## src/rtl/fpu_pkg.sv

```systemverilog
// Shared FPU datapath definitions: default widths and the request/response
// records exchanged between the adder, the normaliser and the rounder.
package fpu_pkg;

  localparam int FPU_EXP_W = 10;
  localparam int FPU_EMIN  = -14;
  localparam int FPU_TAG_W = 4;

  typedef struct packed {
    logic                 sign;
    logic [FPU_EXP_W-1:0] exp;
    logic [15:0]          mant;
    logic [FPU_TAG_W-1:0] tag;
  } norm_req_t;

  typedef struct packed {
    logic                 sign;
    logic [FPU_EXP_W-1:0] exp;
    logic [15:0]          mant;
    logic [FPU_TAG_W-1:0] tag;
    logic                 zero;
    logic                 denorm;
  } norm_rsp_t;

endpackage

```

## src/rtl/lzc_16.sv

```systemverilog
// Leading-zero counter for a 16-bit word. valid=0 means the word is zero and
// cnt is then meaningless (driven to 0).
module lzc_16 (
  input  logic [15:0] d,
  output logic [3:0]  cnt,
  output logic        valid
);

  logic found;

  // Scan from the MSB down; the first set bit fixes the count.
  always_comb begin
    cnt   = 4'd0;
    found = 1'b0;
    for (int i = 15; i >= 0; i--) begin
      if (!found && d[i]) begin
        cnt   = 4'(15 - i);
        found = 1'b1;
      end
    end
  end

  assign valid = |d;

endmodule

```

## src/rtl/fpu_norm_shift16.sv

```systemverilog
// Post-add/sub normaliser. S1 captures the operand and its leading-zero count,
// S2 left-shifts the significand and lowers the exponent, never below EMIN.
//
// Handshake: a beat moves across an interface on the clock edge where valid
// and ready are both high. out_valid and the out_* data stay stable until
// out_ready. in_ready is combinational from pipeline state and out_ready only
// (never from in_valid). S1 may refill in the same cycle it drains into S2.
module fpu_norm_shift16
  import fpu_pkg::*;
#(
  parameter int EXP_W = FPU_EXP_W,
  parameter int EMIN  = FPU_EMIN,
  parameter int TAG_W = FPU_TAG_W
) (
  input  logic             clk,
  input  logic             rst,
  input  logic             flush,
  input  logic             in_valid,
  output logic             in_ready,
  input  logic             in_sign,
  input  logic [EXP_W-1:0] in_exp,
  input  logic [15:0]      in_mant,
  input  logic [TAG_W-1:0] in_tag,
  output logic             out_valid,
  input  logic             out_ready,
  output logic             out_sign,
  output logic [EXP_W-1:0] out_exp,
  output logic [15:0]      out_mant,
  output logic             out_zero,
  output logic             out_denorm,
  output logic [TAG_W-1:0] out_tag
);

  logic             s1_valid;
  logic             s1_sign;
  logic [EXP_W-1:0] s1_exp;
  logic [15:0]      s1_mant;
  logic [TAG_W-1:0] s1_tag;
  logic [3:0]       s1_lz;
  logic             s1_nz;

  logic       lz_cnt;
  logic [3:0] lz_val;
  logic       s1_adv;
  logic       in_fire;

  logic signed [EXP_W:0] headroom;
  logic signed [EXP_W:0] lz_ext;
  logic [3:0]            shamt;
  logic [15:0]           shifted;
  logic [EXP_W-1:0]      exp_adj;

  lzc_16 u_lzc (
    .d     (in_mant),
    .cnt   (lz_val),
    .valid (lz_cnt)
  );

  assign s1_adv   = ~out_valid | out_ready;
  assign in_ready = ~s1_valid | s1_adv;
  assign in_fire  = in_valid & in_ready;

  // Headroom above EMIN, one bit wider so the subtraction cannot wrap.
  assign headroom = $signed({s1_exp[EXP_W-1], s1_exp}) - $signed((EXP_W+1)'(EMIN));
  assign lz_ext   = $signed({{(EXP_W-3){1'b0}}, s1_lz});

  // Shift amount: full leading-zero count unless that would cross EMIN.
  always_comb begin
    shamt = 4'd0;
    if (!headroom[EXP_W]) begin
      if (headroom >= lz_ext) shamt = s1_lz;
      else                    shamt = headroom[3:0];
    end
  end

  assign shifted = s1_mant << shamt;
  assign exp_adj = s1_exp - {{(EXP_W-4){1'b0}}, shamt};

  // S1: capture the operand and its leading-zero count.
  always_ff @(posedge clk or posedge rst) begin
    if (rst) begin
      s1_valid <= 1'b0;
      s1_sign  <= 1'b0;
      s1_exp   <= '0;
      s1_mant  <= '0;
      s1_tag   <= '0;
      s1_lz    <= '0;
      s1_nz    <= 1'b0;
    end else if (flush) begin
      s1_valid <= 1'b0;
    end else begin
      if (in_ready) s1_valid <= in_valid;
      if (in_fire) begin
        s1_sign <= in_sign;
        s1_exp  <= in_exp;
        s1_mant <= in_mant;
        s1_tag  <= in_tag;
        s1_lz   <= lz_val;
        s1_nz   <= lz_cnt;
      end
    end
  end

  // S2: register the normalised result; held while the consumer stalls.
  always_ff @(posedge clk or posedge rst) begin
    if (rst) begin
      out_valid  <= 1'b0;
      out_sign   <= 1'b0;
      out_exp    <= '0;
      out_mant   <= '0;
      out_zero   <= 1'b0;
      out_denorm <= 1'b0;
      out_tag    <= '0;
    end else if (flush) begin
      out_valid <= 1'b0;
    end else if (s1_adv) begin
      out_valid <= s1_valid;
      if (s1_valid) begin
        out_sign <= s1_sign;
        out_tag  <= s1_tag;
        if (!s1_nz) begin
          out_mant   <= '0;
          out_exp    <= '0;
          out_zero   <= 1'b1;
          out_denorm <= 1'b0;
        end else begin
          out_mant   <= shifted;
          out_exp    <= exp_adj;
          out_zero   <= 1'b0;
          out_denorm <= ~shifted[15];
        end
      end
    end
  end

endmodule

```

## config.mk

```make
export PLATFORM = sky130hd
export DESIGN_NAME = fpu_norm_shift16
export DESIGN_NICKNAME = d
export VERILOG_FILES = /design/src/rtl/fpu_pkg.sv /design/src/rtl/lzc_16.sv /design/src/rtl/fpu_norm_shift16.sv
export SDC_FILE = /design/constraint.sdc
export NUM_CORES = 1
export LEC_CHECK = 0
export ABC_AREA = 1
export CAP_MARGIN = 20
export CORE_AREA = 2 2 91 93
export CTS_CLUSTER_SIZE = 12
export DETAILED_ROUTE_END_ITERATION = 16
export DIE_AREA = 0 0 93 95
export MAX_ROUTING_LAYER = met4
export PLACE_DENSITY = 0.79
export RECOVER_POWER = 25
export SYNTH_ARGS = -nofsm -noshare
export SYNTH_HDL_FRONTEND = slang
export SYNTH_SLANG_ARGS = --single-unit
```

## constraint.sdc

```tcl
create_clock -name clk -period 4.28 [get_ports clk]
set_input_delay 1.284 -clock clk [delete_from_list [all_inputs] [get_ports clk]]
set_output_delay 1.284 -clock clk [all_outputs]
set_load 0.03 [all_outputs]
```

==> results <==
-- sequential cells by signal (all words and copies together), names as in the netlist --
register / flops
out_exp: 10
out_sign: 1
s1_valid: 1
s1_tag: 4
s1_mant: 16
out_mant: 16
out_tag: 4
out_zero: 1
s1_nz: 1
out_denorm: 1
s1_lz: 4
out_valid: 1
s1_exp: 10
s1_sign: 1
-- path summary, 6_finish.rpt --
path / endpoint / slack (ns) / cells past startpoint
setup reg to reg: out_exp[5]$_DFFE_PP0P_ / 0.43 / 22
hold reg to reg: out_tag[0]$_DFFE_PP0P_ / 0.48 / 2
min in group asynchronous: out_mant[9]$_DFFE_PP0P_ / 1.69 / 2
hold / removal: out_tag[0]$_DFFE_PP0P_ / 0.48 / 2
max in group asynchronous: s1_mant[8]$_DFFE_PP0P_ / 1.07 / 3
setup / recovery: in_ready / 0.33 / 4
-- placed cells by master (no fill, tap or decap), types with 2 or more instances in the layout --
| cell type | count |
|---|---|
| nand2_1 | 192 |
| dfrtp_1 | 71 |
| clkdlybuf4s50_1 | 68 |
| nand3_1 | 60 |
| inv_1 | 52 |
| o21ai_0 | 47 |
| nor2_1 | 26 |
| a21oi_1 | 9 |
| nand4_1 | 9 |
| ha_1 | 9 |
| clkbuf_8 | 9 |
| nand2_2 | 8 |
| buf_4 | 6 |
| o211ai_1 | 5 |
| nor3_1 | 5 |
| inv_2 | 4 |
| nand3_2 | 4 |
| nor2_4 | 3 |
| nand2_4 | 3 |
| o21ai_2 | 3 |
| o21ai_1 | 3 |
| a31oi_1 | 3 |
| nor4_1 | 3 |
| nor2_2 | 2 |
| o41ai_1 | 2 |
| a22oi_1 | 2 |
| a32o_1 | 2 |
| clkinv_2 | 2 |
| clkinvlp_4 | 2 |
| bufinv_16 | 2 |
| dlygate4sd3_1 | 2 |
-- worst register-to-register path: stages (launching register included) --
cell and delay [ns]:
dfrtp_1 0.44, inv_1 0.22, ha_1 0.26, xnor2_1 0.13
inv_1 0.08, ha_1 0.29, nand2_1 0.08, o21bai_1 0.06
nor2_1 0.11, nand2_1 0.09, nor2_4 0.13, nand2_4 0.10
o21ai_0 0.21, nor2_2 0.07, inv_2 0.23, ha_1 0.33
a21oi_1 0.16, inv_1 0.05, a31oi_1 0.18, nor2_1 0.07
inv_1 0.11, nand3_1 0.09, a32o_1 0.26
-- logic make-up (layout without fill, tap and decap cells) --
group | count (synthesis) | count (layout) | synth area share [%]
compound gates | 82 | 82 | 11.6
flops | 71 | 71 | 42.9
buf+inv | 77 | 150 | 8.00
xor+xnor | 1 | 1 | 0.211
simple gates | 317 | 317 | 34.2
fa+ha+maj | 10 | 10 | 3.20
-- cell usage after synthesis (all sizes together) (2+ instances only) --
master	instances
nor4	3
a32o	2
o41ai	2
nand2	203
ha	9
nand3	65
nor3	6
inv	56
clkbuf	10
a21oi	10
o21ai	53
o211ai	5
a31oi	3
dfrtp	71
nor2	31
buf	10
nand4	9
a22oi	2
-- layout make-up --
cell class / count / area share, %
tap: 105 / 2.56
clock inverter: 6 / 1.66
sequential: 71 / 34.7
multi-input combinational: 410 / 39.8
clock buffer: 10 / 2.49
inverter: 57 / 4.18
timing repair buffer: 77 / 14.7
-- stage by stage --
stage / hold slack [ns] / instances / setup WS [ns] / util, % / cell area (sq um)
final: 0.481 / 736 / 0.334 / 64.6 / 5120
after global routing: 0.496 / 736 / 0.0119 / 64.6 / 5120
after CTS: 0.482 / 736 / 0.442 / 64.8 / 5140
after detailed placement: 0.464 / 720 / 0.449 / 62.1 / 4920
after global placement: 0.461 / 720 / 0.459 / 62.1 / 4920
after floorplan: 0.442 / 558 / 0.752 / - / 4150
-- power groups by stage --
stage	clock (mW)	combinational [mW]	sequential [mW]
CTS	0.585	1.05	0.914
finish	0.574	1.05	0.915
global route	0.616	1.15	0.933
floorplan	0	0.514	1.10
global placement	0	1.04	0.920
detailed placement	0	1.05	0.927
-- routing by layer --
metal  routed length (um)  up-vias  GRT usage (%)
li1                     -     1965              -
met1                 4640     1817           33.9
met2                 4530      115           37.6
met3                  511       14           3.35
met4                  118        0           6.86
met5                    0        -              -
==> flow_metrics.env <==
export IMPL_gp_congestion=0.907
export IMPL_internal_power_mw=1.54
export IMPL_period_needed_ns=3.95
export IMPL_p_leak_nw=2.53
export IMPL_cts_tree="built"
export IMPL_ys_warnings_count=0
export IMPL_drive_gt1_share_pct=8.24
export IMPL_num_antenna_cells=0
export IMPL_ys_ff_latch=71
export IMPL_fillerInstances=737
export IMPL_clk_pin_slew_ns=0.08
export IMPL_drt_pass1_iter_count=5
export IMPL_num_vias=3911
export IMPL_critPathLaunch="out_ready"
export IMPL_setup_viol=0
export IMPL_seq_area_frac_synth_pct=42.9
export IMPL_drtAntennaViolNets=0
export IMPL_root_buffer="clkbuf_8"
export IMPL_finClkSkew_ns=0.00927
export IMPL_max_slew_margin_pct=21.8
export IMPL_core_sq_um=7930
export IMPL_crit_chain="dlygate4sd3_1 > nor2_1 > nand2_1 > clkdlybuf4s50_1"
export IMPL_seqPwrFrac_pct=36.1
export IMPL_tightest_slew_ns=1.17
export IMPL_die_h_um=95
export IMPL_drt_total_wl_mm=9.81
export IMPL_irDropWorstVdd_mv=0.207
export IMPL_clock_sinks=71
export IMPL_overflow=0
export IMPL_cp_data_required_time_ns=3.00
export IMPL_io_buffers=70
export IMPL_fin_nets=672
export IMPL_hold_start="s1_tag[0]$_DFFE_PP0P_"
export IMPL_drcViolationCount=0
export IMPL_rsz0062_at_grt="false"
export IMPL_initial_core_util_pct=52.3
export IMPL_synthTopCellsByArea="dfrtp_1 (43%), nand2_1 (17%), nand3_1 (7.2%), o21ai_0 (5.7%), inv_1 (4.7%)"
export IMPL_synth_distinct_cells=41
export IMPL_async_reset_ff_share_pct=100
export IMPL_power_total_mw=2.53
export IMPL_path_delay_family="buffers and inverters"
export IMPL_hpwl_mm=7.64
export IMPL_switchingPower_uw=992
export IMPL_fp_dieW_um=93
export IMPL_p_sw_share_pct=39.1
export IMPL_synth_edff_count=0
export IMPL_slowest_stage="clkdlybuf4s50_1"
export IMPL_crit_path_end_kind="primary output"
export IMPL_worstReg2RegStart="s1_exp[1]$_DFFE_PP0P_"
export IMPL_cts_resized=0
export IMPL_grt_pass1_wl_mm=16.5
export IMPL_max_freq_mhz=253
export IMPL_ff_latch_area_sq_um=1780
export IMPL_ios=71
export IMPL_cts_buffers=9
export IMPL_final_hold_violation_count=0
export IMPL_clkPwrFrac_pct=22.6
export IMPL_syn_num_nets=604
export IMPL_worstPathArrival_ns=2.66
export IMPL_clock_path_buffers=2
export IMPL_vias_per_cell=5.31
export IMPL_crit_fanout=3
export IMPL_syn_avg_cell_area_sq_um=7.43
export IMPL_dieArea_sq_um=8840
export IMPL_p_per_area_nw_per_um2=495
export IMPL_htree_levels=3
export IMPL_multiInputGateArea_sq_um=2040
export IMPL_setup_worst_path_start_class="input port"
export IMPL_cts_setup_buffers=0
export IMPL_routedWlPerCell_um=13.3
export IMPL_grt_max_degree=41
export IMPL_path_buf_inv=2
export IMPL_min_period_over_period_pct=92.2
export IMPL_cts_hold_buf=0
export IMPL_critical_path_class="input port to primary output"
export IMPL_synth_cells=558
export IMPL_rows=33
export IMPL_yosys_area_top_type="dfrtp_1"
export IMPL_grt_pass1_vias=3532
export IMPL_antenna_found_initial=0
export IMPL_pwr_share_comb_pct=41.3
export IMPL_netlist_area_leader_share_pct=42.9
export IMPL_drtIter0Drc=330
export IMPL_track_usage_pct=24.3
export IMPL_area_growth_pct=23.6
export IMPL_slowest_delay_ns=0.60
export IMPL_syn_area_sq_um=4150
export IMPL_cap_viol_max_count=0
export IMPL_insertion_delay_ns=0.34
export IMPL_synth_ff_type="dfrtp_1"
export IMPL_hold_path_class="register to register"
export IMPL_slew_viol_final=0
export IMPL_tns_ns=0
export IMPL_run_status="complete, no violations"
Note: power is estimated with default switching activity, not from simulation.
